==> src/rtl/fb_scanout_ctrl.sv <==
`default_nettype none
// ============================================================================
// Module   : fb_scanout_ctrl
// Purpose  : Frame buffer scan-out controller. Generates raster video timing,
//            reads active pixels from the frame buffer in raster order and
//            hands every non-read cycle of the single buffer port to upstream
//            writers through a valid/ready handshake.
// Ports    : clk, reset_n         - pixel clock, async active-low reset
//            enable               - run (1) / hold timing idle (0)
//            wr_valid/wr_ready    - upstream write handshake
//            wr_addr/wr_data      - upstream pixel index and RGB888 data
//            fb_addr/fb_we/fb_wdata/fb_rdata - frame buffer port
//            vid_hsync/vid_vsync/vid_de/vid_rgb - display stream
//            frame_start          - pulse with the first active pixel
// Revision : 1.0 - initial release
// ============================================================================
module fb_scanout_ctrl #(
  parameter int   H_ACTIVE = 1920,
  parameter int   H_FP     = 88,
  parameter int   H_SYNC   = 44,
  parameter int   H_BP     = 148,
  parameter int   V_ACTIVE = 1080,
  parameter int   V_FP     = 4,
  parameter int   V_SYNC   = 5,
  parameter int   V_BP     = 36,
  parameter int   ADDR_W   = 21,
  parameter logic SYNC_POL = 1'b1
) (
  input  logic              clk,
  input  logic              reset_n,
  input  logic              enable,
  input  logic              wr_valid,
  output logic              wr_ready,
  input  logic [ADDR_W-1:0] wr_addr,
  input  logic [23:0]       wr_data,
  output logic [ADDR_W-1:0] fb_addr,
  output logic              fb_we,
  output logic [23:0]       fb_wdata,
  input  logic [23:0]       fb_rdata,
  output logic              vid_hsync,
  output logic              vid_vsync,
  output logic              vid_de,
  output logic [23:0]       vid_rgb,
  output logic              frame_start
);

  localparam int H_TOTAL = H_ACTIVE + H_FP + H_SYNC + H_BP;
  localparam int V_TOTAL = V_ACTIVE + V_FP + V_SYNC + V_BP;
  localparam int H_W     = $clog2(H_TOTAL);
  localparam int V_W     = $clog2(V_TOTAL);

  localparam logic [H_W-1:0]    c_H_ACT   = H_W'(H_ACTIVE);
  localparam logic [H_W-1:0]    c_H_SYNCS = H_W'(H_ACTIVE + H_FP);
  localparam logic [H_W-1:0]    c_H_SYNCE = H_W'(H_ACTIVE + H_FP + H_SYNC);
  localparam logic [H_W-1:0]    c_H_LAST  = H_W'(H_TOTAL - 1);
  localparam logic [V_W-1:0]    c_V_ACT   = V_W'(V_ACTIVE);
  localparam logic [V_W-1:0]    c_V_SYNCS = V_W'(V_ACTIVE + V_FP);
  localparam logic [V_W-1:0]    c_V_SYNCE = V_W'(V_ACTIVE + V_FP + V_SYNC);
  localparam logic [V_W-1:0]    c_V_LAST  = V_W'(V_TOTAL - 1);
  localparam logic [ADDR_W-1:0] c_NPIX    = ADDR_W'(H_ACTIVE * V_ACTIVE);

  // Stage 0: timing counters and linear pixel index of the current position
  logic              r_run;
  logic [H_W-1:0]    r_h_cnt;
  logic [V_W-1:0]    r_v_cnt;
  logic [ADDR_W-1:0] r_pix;

  // Stage 1: read slot on the buffer port
  logic              r_act1;
  logic              r_hs1;
  logic              r_vs1;
  logic              r_fs1;
  logic [ADDR_W-1:0] r_rd_addr;
  logic              r_wr_ready;

  // Stage 2: video outputs
  logic              r_de;
  logic              r_hsync;
  logic              r_vsync;
  logic              r_fs;
  logic [23:0]       r_rgb;

  logic w_act0;
  logic w_hs0;
  logic w_vs0;
  logic w_fs0;
  logic w_h_wrap;
  logic w_v_wrap;

  // r_run delays the first count by one clock so stage 0 presents (0,0)
  // for a full cycle after enable rises.
  assign w_act0   = r_run && (r_h_cnt < c_H_ACT) && (r_v_cnt < c_V_ACT);
  assign w_hs0    = r_run && (r_h_cnt >= c_H_SYNCS) && (r_h_cnt < c_H_SYNCE);
  assign w_vs0    = r_run && (r_v_cnt >= c_V_SYNCS) && (r_v_cnt < c_V_SYNCE);
  assign w_fs0    = w_act0 && (r_h_cnt == '0) && (r_v_cnt == '0);
  assign w_h_wrap = (r_h_cnt == c_H_LAST);
  assign w_v_wrap = (r_v_cnt == c_V_LAST);

  always_ff @(posedge clk or negedge reset_n) begin
    if (!reset_n) begin
      r_run   <= 1'b0;
      r_h_cnt <= '0;
      r_v_cnt <= '0;
      r_pix   <= '0;
    end else if (!enable) begin
      r_run   <= 1'b0;
      r_h_cnt <= '0;
      r_v_cnt <= '0;
      r_pix   <= '0;
    end else begin
      r_run <= 1'b1;
      if (r_run) begin
        if (w_h_wrap) begin
          r_h_cnt <= '0;
          r_v_cnt <= w_v_wrap ? '0 : r_v_cnt + 1'b1;
        end else begin
          r_h_cnt <= r_h_cnt + 1'b1;
        end
        // Index restarts at frame wrap; otherwise it only moves on active pixels
        if (w_h_wrap && w_v_wrap) begin
          r_pix <= '0;
        end else if (w_act0) begin
          r_pix <= r_pix + 1'b1;
        end
      end
    end
  end

  always_ff @(posedge clk or negedge reset_n) begin
    if (!reset_n) begin
      r_act1     <= 1'b0;
      r_hs1      <= 1'b0;
      r_vs1      <= 1'b0;
      r_fs1      <= 1'b0;
      r_rd_addr  <= '0;
      r_wr_ready <= 1'b0;
    end else begin
      r_act1     <= enable && w_act0;
      r_hs1      <= enable && w_hs0;
      r_vs1      <= enable && w_vs0;
      r_fs1      <= enable && w_fs0;
      r_rd_addr  <= (enable && w_act0) ? r_pix : '0;
      // Registered from stage 0 so ready is known a cycle ahead of the slot
      r_wr_ready <= !(enable && w_act0);
    end
  end

  always_ff @(posedge clk or negedge reset_n) begin
    if (!reset_n) begin
      r_de    <= 1'b0;
      r_hsync <= ~SYNC_POL;
      r_vsync <= ~SYNC_POL;
      r_fs    <= 1'b0;
      r_rgb   <= '0;
    end else if (!enable) begin
      r_de    <= 1'b0;
      r_hsync <= ~SYNC_POL;
      r_vsync <= ~SYNC_POL;
      r_fs    <= 1'b0;
      r_rgb   <= '0;
    end else begin
      r_de    <= r_act1;
      r_hsync <= r_hs1 ? SYNC_POL : ~SYNC_POL;
      r_vsync <= r_vs1 ? SYNC_POL : ~SYNC_POL;
      r_fs    <= r_fs1;
      r_rgb   <= r_act1 ? fb_rdata : '0;
    end
  end

  // Port mux: read slot has priority; r_wr_ready is low only during reset
  // or a read, so the port is fully quiet while in reset.
  always_comb begin
    fb_addr  = '0;
    fb_we    = 1'b0;
    fb_wdata = '0;
    if (r_act1) begin
      fb_addr = r_rd_addr;
    end else if (r_wr_ready) begin
      fb_addr  = wr_addr;
      fb_wdata = wr_data;
      fb_we    = wr_valid && (wr_addr < c_NPIX);
    end
  end

  assign wr_ready    = r_wr_ready;
  assign vid_de      = r_de;
  assign vid_hsync   = r_hsync;
  assign vid_vsync   = r_vsync;
  assign vid_rgb     = r_rgb;
  assign frame_start = r_fs;

endmodule
`default_nettype wire
==> config.mk <==
export PLATFORM = sky130hd
export DESIGN_NAME = fb_scanout_ctrl
export DESIGN_NICKNAME = d
export VERILOG_FILES = /design/src/rtl/fb_scanout_ctrl.sv
export SDC_FILE = /design/constraint.sdc
export NUM_CORES = 1
export LEC_CHECK = 0
export BUFFER_PORTS_ARGS = -buffer_cell sky130_fd_sc_hd__buf_2
export CORE_MARGIN = 3
export CORE_UTILIZATION = 51
export CTS_CLUSTER_DIAMETER = 100
export CTS_CLUSTER_SIZE = 16
export DETAILED_ROUTE_END_ITERATION = 10
export PLACE_DENSITY = 0.78
export SYNTH_ARGS = -nofsm -noshare
export SYNTH_HDL_FRONTEND = slang
export SYNTH_SLANG_ARGS = --single-unit
==> constraint.sdc <==
create_clock -name clk -period 2.9 [get_ports clk]
set_input_delay 0.87 -clock clk [delete_from_list [all_inputs] [get_ports clk]]
set_output_delay 0.87 -clock clk [all_outputs]
set_load 0.02 [all_outputs]
==> results.md, run 1 <==
* CP required at 2.03 ns
* Clock tree buffer depth at 2
* WL/cell at 15.1 um
* Core Region at 0.00885 sq mm
* Hold Slack at 0.434 ns
* DRT Wirelength at 10.9 mm
* Vias per cell at 5.54
* Tot GR Track Use at 20.6%
* Crit-path slowest cell: or3_1
* Total power at 2.61 mW
* CTS buffer count at 9
* Total grt overflow at 0
* PD cells at 455 mW/mm^2
* Status: finished, final reports clean
* Post-synthesis cell area at 0.00470 sq mm
* Row count at 34
* Vias at 3993
* Die height at 102 um
* Crit-path max FO at 2
* DR iter-0 viols at 244
* Synth Register Bits at 99
* Slowest cell delay on critical path at 0.36 ns
* Hold Buf Count CTS at 0
* HP Class: in -> async
* Final count of hold timing violations at 0
* MaxCap Viol Count at 0
* Nets@finish at 686
* Initial antenna violation count at 0
* Maximum vdd drop at 0.000275 V
* Vias in the first global route at 3631
* TritonCTS clock tree: done
* Final Slew Violations at 0
* Register area share after synthesis at 52.7%
* Syn Nets at 543
* Final worst path period share at 92.2%
* Layout Skew at 0.0160 ns
* Post-CTS setup buffers at 0
* Final core occ at 64.9%
* R2R cell count at 6
* Worst rel slew slack at 53.0%
* Worst Max-Slew Pin Slew at 0.704 ns
* Setup CP Type: in -> out
* Drt first pass iters at 5
* Fraction of layout cells with a size suffix above 1 at 29.5%
* CTS resizes at 0
* First-pass GRT wire length at 17.2 mm
* Dpl hpwl at 7.98 mm
* Chip Width at 102 um
* Startpoint types: input port
* Post-Syn Instances at 465
* Starting Density at 53.1%
* Static leakage at 3.12 nW
* Antenna cells at 0
* R2R Path End: r_pix[3]
* Library cells used by synthesis at 46
* Reg2Reg Setup Slack at 0.53 ns
* Port Buffers at 147
* IO Count at 148
* RSZ-0062 raised after global routing: false
* Final period demand of the worst path at 2.68 ns
* Worst endpoint data arrival time at 1.81 ns
* Clock H-tree levels at 3
* Area delta synth->final at 22.2%
* Max frequency at 374 MHz
* DRC viols at 0
* Clock sinks at 99
* Worst skew pair latency at 0.36 ns
* Clock Pin Slew Worst Setup and Hold Paths at 0.11 ns
* Clock root cell: clkbuf_8
* Critical register-to-register path startpoint: r_v_cnt[8]
* Most frequent cell on the critical path: buf_2
* Crit path from: wr_addr[12]
* Crit path cell chain: buf_2 > or3_1 > a21oi_1 > o311a_1 > buf_2
* Gp weighted congestion at 0.874
* # setup viols final at 0
* CP Capture Type: output port
* Largest net degree at the start of global routing at 67
* Setup TNS at 0 ns
* Routed Antenna Nets at 0
* Yosys warnings at 0
* Die Area at 0.0104 sq mm
* Synth Area per Inst at 10.1 sq um
## per-layer routing
layer  wire length [um]  share of wire [%]  GRT usage, %  up-vias
met3                557                5.1          3.00        8
met2               5320                 49          34.9      116
met5                  0                  0             0        -
met1               4890                 45          28.0     1919
met4                109                1.0          5.75        0
li1                   -                  -             -     1950
## synth_stat cells (all sizes together)
cell    instances  area share, %
or3             4           0.53
a221oi          3           0.56
a41oi           1           0.19
inv            14            1.1
a31oi           1           0.45
a22oi           1           0.16
buf             4           0.69
nor4           10            1.8
a21boi          5           0.80
ha              5            1.3
o41ai           1           0.19
dfrtp          99             53
nand3          17            1.8
or4             4           0.64
or4b            2           0.51
xor2            5           0.93
a21oi          13            1.4
nand4          11            1.5
nor3b           1           0.16
o21ai          15            1.6
xnor2           4           0.75
nor2           30            2.4
nand4b          1           0.19
and2           47            6.3
clkbuf         22            1.8
o211a           1           0.21
o211ai          1           0.16
and3           41            5.5
a22o           22            4.1
o31ai           5           0.80
a221o           2           0.43
nand3b          1           0.16
nor3           16            1.7
and4            3           0.56
a21o            2           0.32
a211o          11            2.1
nor4b           1           0.19
nand2b          1           0.13
o311a           1           0.21
nand2          34            2.7
nor2b           3           0.40
## where the power goes
| group | internal (mW) | total [mW] | switching [mW] |
|---|---|---|---|
| clock network | 0.333 | 0.828 | 0.495 |
| logic | 0.139 | 0.363 | 0.224 |
| registers | 1.40 | 1.42 | 0.0200 |
| total | 1.88 | 2.61 | 0.739 |
## final cells by class
type / count / area (sq um)
clock buffers: 9 / 124
fillers: 708 / 3110
inverters: 14 / 52.6
clock inverters: 7 / 63.8
multi-input cells: 326 / 2060
well taps: 108 / 135
repair buffers: 158 / 833
flip-flops and latches: 99 / 2480
## flip-flops by register name, summed over array words and instances, names as in the netlist, 11 cells and up
register and count:
r_pix 21, vid_rgb 24, r_h_cnt 12, r_v_cnt 11
r_rd_addr 21
## worst max-delay path, delay by kind of cell
kind | cells | cell delay, ns
compound gates | 2 | 0.31
buf+inv | 2 | 0.26
simple gates | 1 | 0.36
## worst max path at each step
stage	to	depth (start not counted)	slack (ns)
finish	fb_we	5	0.22
floorplan	fb_we	3	0.41
global placement	fb_we	5	0.23
global route	fb_we	5	0.19
CTS	fb_we	5	0.23
detailed placement	fb_we	5	0.23
## per-stage QoR
stage / area, sq um / cells / setup WS, ns
2_1_floorplan: 4700 / 465 / 0.406
3_3_place_gp: 5560 / 705 / 0.233
3_5_place_dp: 5560 / 705 / 0.232
4_1_cts: 5740 / 721 / 0.226
5_1_grt: 5740 / 721 / 0.189
6_report: 5740 / 721 / 0.225
## logic make-up after synthesis
kind of cell / count (synthesis) / share of synthesized area (%)
AOI/OAI and AO/OA: 85 / 13.6
xor gates and xnor gates: 9 / 1.68
adders and majority gates: 5 / 1.33
buffers and inverters: 40 / 3.57
DFF: 99 / 52.7
and+or+nand+nor: 227 / 27.1
## placed cells by master (no fill, tap or decap), drive strengths merged, types with 15 or more instances in the layout
cell type / instances
dfrtp: 99
nand3: 17
o21ai: 15
nand2: 34
and2: 47
buf: 158
nor3: 16
inv: 19
and3: 41
a22o: 22
nor2: 30
(Power assumes the default switching activity.)
==> run 2, diff against run 1 <==
--- a/config.mk
+++ b/config.mk
@@ -5,13 +5,14 @@
 export SDC_FILE = /design/constraint.sdc
 export NUM_CORES = 1
 export LEC_CHECK = 0
+export ABC_AREA = 1
 export BUFFER_PORTS_ARGS = -buffer_cell sky130_fd_sc_hd__buf_2
 export CORE_MARGIN = 3
-export CORE_UTILIZATION = 51
+export CORE_UTILIZATION = 53
 export CTS_CLUSTER_DIAMETER = 100
 export CTS_CLUSTER_SIZE = 16
 export DETAILED_ROUTE_END_ITERATION = 10
-export PLACE_DENSITY = 0.78
+export PLACE_DENSITY_LB_ADDON = 0.05
 export SYNTH_ARGS = -nofsm -noshare
 export SYNTH_HDL_FRONTEND = slang
 export SYNTH_SLANG_ARGS = --single-unit
==> results.md, run 2 <==
* Status: finished, final reports clean
* Cell taking the most area after synthesis: dfrtp_1
* Largest cells by area after synthesis: dfrtp_1, nand2_1, nor2_1
* Most common cell in the synthesized netlist: nand2_1
* TritonCTS clock tree: done
* Area delta synth->final at 19.6%
* # setup viols final at 0
* Clock tree buffer depth at 2
* Reg2Reg Setup Slack at 1.13 ns
* Library cells used by synthesis at 40
* Dpl hpwl at 9.22 mm
* CP Capture Type: output port
* WL/cell at 12.7 um
* Crit path from: wr_addr[12]
* Gp weighted congestion at 0.877
* Clock Pin Slew Worst Setup and Hold Paths at 0.10 ns
* Register area share after synthesis at 47.5%
* Part of the power in combinational logic at 17.2%
* Yosys warnings at 0
* Static leakage at 3.48 nW
* R2R Path End: r_pix[5]
* Layout Skew at 0.0122 ns
* Synth Register Bits at 99
* Nets@finish at 896
* Die Area at 0.0111 sq mm
* DRT Wirelength at 12.1 mm
* Synth Flop Type: dfrtp_1
* Vias at 4676
* Syn Nets at 758
* Placed insts at 936
* Clock root cell: clkbuf_8
* Total grt overflow at 0
* Flop pwr share at 50.5%
* Post-route cell area at 0.00623 sq mm
* Post-CTS setup buffers at 0
* Drt first pass iters at 5
* Crit-path max FO at 2
* Layout filler cell count at 831
* Post-placement cell area at 0.00601 sq mm
* DRC viols at 0
* Largest net degree at the start of global routing at 47
* HP Class: reg -> reg
* Final period demand of the worst path at 2.45 ns
* Post-synthesis cell area at 0.00521 sq mm
* EDFF count, synth at 0
* Worst rel slew slack at 47.9%
* Int Power at 2.11 mW
* Final core occ at 66.2%
* Total power at 2.94 mW
* Clock power frac at 32.4%
* Most frequent cells after synthesis: nand2_1, nor2_1, dfrtp_1
* Core Region at 0.00942 sq mm
* Tot GR Track Use at 22.2%
* CTS resizes at 0
* FFs w/ async S/R, synth at 100%
* Initial antenna violation count at 1
* Maximum vdd drop at 0.000414 V
* MaxCap Viol Count at 0
* RSZ-0062 raised after global routing: false
* IO Count at 148
* Clock sinks at 99
* Synth Area per Inst at 7.67 sq um
* Max frequency at 408 MHz
* Commonest non-fill, non-tap cell in the layout: nand2_1
* Fin cells at 953
* Worst setup endpoint: fb_we
* Post-synth top area share at 47.5%
* Fraction of layout cells with a size suffix above 1 at 23.5%
* Post-layout worst setup margin at 0.447 ns
* DR iter-0 viols at 252
* Setup TNS at 0 ns
* CP required at 2.03 ns
* Sw frac at 28.4%
* Worst skew pair latency at 0.35 ns
* Routed Antenna Nets at 0
* Final worst path period share at 84.6%
* PD cells at 472 mW/mm^2
* Setup CP Type: in -> out
* Die height at 105 um
* First-pass GRT wire length at 20.2 mm
* CTS buffer count at 9
* Final Slew Violations at 0
* Starting Density at 55.4%
* Row count at 35
* Clock H-tree levels at 3
* Chip Width at 105 um
* Worst Max-Slew Pin Slew at 0.779 ns
* Place WS at 0.451 ns
* Post-Syn Instances at 680
* Port Buffers at 147
* Max FFs per register at 24
* Worst endpoint data arrival time at 1.58 ns
* Final count of hold timing violations at 0
* Sw Pwr at 834 uW
* Commonest cells after routing, fill and taps aside: nand2_1, buf_2, nor2_1
* Vias in the first global route at 4335
* Hold Slack at 0.438 ns
* Startpoint types: input port
* R2R cell count at 10
* Hold Buf Count CTS at 0
* Critical register-to-register path startpoint: r_v_cnt[0]
* Vias per cell at 4.91
## run 2: changes by cell type in the layout (fill, tap and decap cells not counted), moves of 5 or more
cell      change
nor2_1      +101
nand3_1      +36
xor2_1        +7
o31ai_1       -5
a21boi_0      -5
and3_1       -40
nand2_1     +121
nor3_1       -10
and2_1       -46
inv_1        +76
nor2_2        +5
buf_4         -5
nor4_1        -6
a211o_1      -11
## run 2: worst min path at each step
stage	depth (start not counted)	to	slack (ns)	start
floorplan	2	frame_start	0.41	r_fs1
global placement	2	vid_vsync	0.42	r_vs1
detailed placement	2	vid_vsync	0.43	r_vs1
CTS	1	vid_rgb[1]	0.45	reset_n
global route	1	vid_rgb[11]	0.45	reset_n
finish	2	frame_start	0.44	r_fs1
## run 2: worst max-delay path: stages
cell	delay (ns)
buf_2	0.11
nor2_1	0.09
nand2_1	0.06
a21oi_1	0.15
nor4_1	0.06
nor2_1	0.08
buf_2	0.17
## run 2: final cells by class
type	count	area, sq um	share of cell area, %
antenna	2	5.00	0.0803
clock buffer	10	128	2.05
clock inverter	5	86.3	1.39
inverter	95	359	5.76
multi-input combinational	460	2220	35.6
sequential	99	2480	39.8
tap	129	161	2.59
timing repair buffer	153	796	12.8
## run 2: power by group through the flow
stage	clock, mW	sequential, mW	combinational, mW
after floorplan	0	1.52	0.319
after CTS	0.977	1.48	0.511
final	0.952	1.48	0.505
after detailed placement	0	1.51	0.510
after global routing	1.04	1.50	0.566
after global placement	0	1.51	0.497
## run 2: metal layers
| layer | GRT usage, % | routed length [um] |
|---|---|---|
| met5 | 0 | 0 |
| met4 | 4.97 | 95 |
| met3 | 4.63 | 734 |
| met2 | 39.2 | 6120 |
| met1 | 27.9 | 5180 |
## run 2: kinds of logic after synthesis
group	share of synthesized area [%]
AO/OA/AOI/OAI	7.44
XOR/XNOR	2.18
adder cells (fa/ha/maj)	1.20
buffers and inverters	9.89
flip-flops	47.5
AND/OR/NAND/NOR	31.8
==> run 3, diff against run 2 <==
==> constraint.sdc (replaced) <==
create_clock -name clk -period 2.4 [get_ports clk]
set_input_delay 0.72 -clock clk [delete_from_list [all_inputs] [get_ports clk]]
set_output_delay 0.72 -clock clk [all_outputs]
set_load 0.02 [all_outputs]
==> results.md, run 3 (synthesized netlist as in run 2, its figures left out) <==
* DR iter-0 viols at 374
* Crit path cell chain: inv_1 > nand2_1 > inv_2 > a22o_1 > buf_2
* Drt first pass iters at 5
* RSZ-0062 raised after global routing: true
* Layout filler cell count at 799
* WL/cell at 13.1 um
* HP Class: in -> async
* Setup CP Type: reg -> out
* Final core occ at 66.4%
* Max FFs per register at 24
* Die height at 105 um
* Commonest non-fill, non-tap cell in the layout: nand2_1
* Dpl hpwl at 9.38 mm
* Placed insts at 939
* Post-CTS setup buffers at 0
* Clock sinks at 99
* Maximum vdd drop at 0.000371 V
* Commonest cells after routing, fill and taps aside: nand2_1, buf_2, nor2_1
* Max frequency at 442 MHz
* Crit-path max FO at 19
* Clock tree buffer depth at 2
* Worst endpoint data arrival time at 1.54 ns
* MaxCap Viol Count at 0
* Kind of cell adding the most delay to the critical path: buffers and inverters
* Routed Antenna Nets at 0
* Clock root cell: clkbuf_8
* DRT Wirelength at 12.5 mm
* Gp weighted congestion at 0.882
* Vias at 4802
* Worst skew pair latency at 0.36 ns
* Sw Pwr at 1.02 mW
* Port Buffers at 147
* Fin cells at 954
* Initial antenna violation count at 1
* Largest net degree at the start of global routing at 47
* CTS resizes at 0
* Layout Skew at 0.0117 ns
* Chip Width at 105 um
* Hold Buf Count CTS at 0
* Final count of hold timing violations at 0
* DRC viols at 0
* Sw frac at 28.7%
* Worst Max-Slew Pin Slew at 0.482 ns
* Post-placement cell area at 0.00604 sq mm
* Tot GR Track Use at 23.1%
* Part of the power in combinational logic at 17.2%
* Post-layout worst setup margin at 0.136 ns
* Register area at 0.00248 sq mm
* Clock Pin Slew Worst Setup and Hold Paths at 0.09 ns
* Die Area at 0.0111 sq mm
* Total grt overflow at 0
* Final Slew Violations at 0
* Slowest cell delay on critical path at 0.38 ns
* # setup viols final at 0
* Nets@finish at 899
* PD cells at 571 mW/mm^2
* TritonCTS clock tree: done
* Crit-path slowest cell: dfrtp_1
* Area delta synth->final at 19.9%
* Int Power at 2.54 mW
* Worst rel slew slack at 67.8%
* First-pass GRT wire length at 21.1 mm
* Core Region at 0.00942 sq mm
* Final period demand of the worst path at 2.26 ns
* Final worst path period share at 94.3%
* Clock power frac at 32.5%
* Post-route cell area at 0.00625 sq mm
* Clock H-tree levels at 3
* Multi-input combinational cell area at 0.00222 sq mm
* CP Capture Type: output port
* IO Count at 148
* Flop pwr share at 50.3%
* Starting Density at 55.4%
* Fraction of layout cells with a size suffix above 1 at 23.8%
* Row count at 35
* Startpoint types: flip-flop
* CP required at 1.68 ns
* Total power at 3.57 mW
* Place WS at 0.257 ns
* CTS buffer count at 9
* Static leakage at 3.49 nW
* Vias per cell at 5.03
* Vias in the first global route at 4590
* Status: finished, final reports clean
* Number of buffers and inverters on the critical path at 3
==> run 3: cell count changes in the layout (fill, tap and decap cells not counted), sizes merged <==
cell,previous run,this run
inv,96,97
buf,153,156
diode,2,1
clkinv,2,1
clkbuf,10,9
==> run 3: routing by layer <==
metal	track usage (%)	vias to the layer above	wire length [um]
li1	-	2401	-
met1	28.1	2232	5220
met4	8.34	0	195
met5	0	-	0
met3	4.01	17	640
met2	41.0	152	6440
==> run 3: stage by stage <==
| step | TNS, ns | hold WS [ns] |
|---|---|---|
| 5_1_grt | -0.00283 | 0.340 |
| 6_report | 0 | 0.309 |
| 3_5_place_dp | 0 | 0.449 |
| 4_1_cts | 0 | 0.324 |
| 3_3_place_gp | 0 | 0.446 |
| 2_1_floorplan | 0 | 0.413 |
==> run 3: worst paths after layout <==
path / start / end / slack (ns) / depth (start not counted)
setup / recovery: r_act1 / fb_addr[11] / 0.14 / 5
hold / removal: reset_n / r_rd_addr[16] / 0.31 / 1
setup reg to reg: r_v_cnt[8] / r_pix[6] / 0.60 / 7
hold reg to reg: r_vs1 / vid_vsync / 0.45 / 2
max in group asynchronous: reset_n / vid_rgb[10] / 1.43 / 2
min in group clk: r_vs1 / vid_vsync / 0.45 / 2
==> run 3: layout make-up <==
type | instances | area share (%)
repair buffers | 156 | 13.1
clock buffers | 9 | 1.98
multi-input cells | 460 | 35.5
well taps | 129 | 2.58
clock inverters | 5 | 1.38
diodes | 1 | 0.0400
flip-flops and latches | 99 | 39.6
inverters | 95 | 5.75
==> run 3: power by group through the flow <==
stage                     logic [mW]  clock network, mW  registers (mW)
after CTS                      0.623               1.18            1.79
final                          0.613               1.16            1.79
after global routing           0.691               1.25            1.81
after detailed placement       0.622                  0            1.83
after floorplan                0.386                  0            1.83
after global placement         0.604                  0            1.82
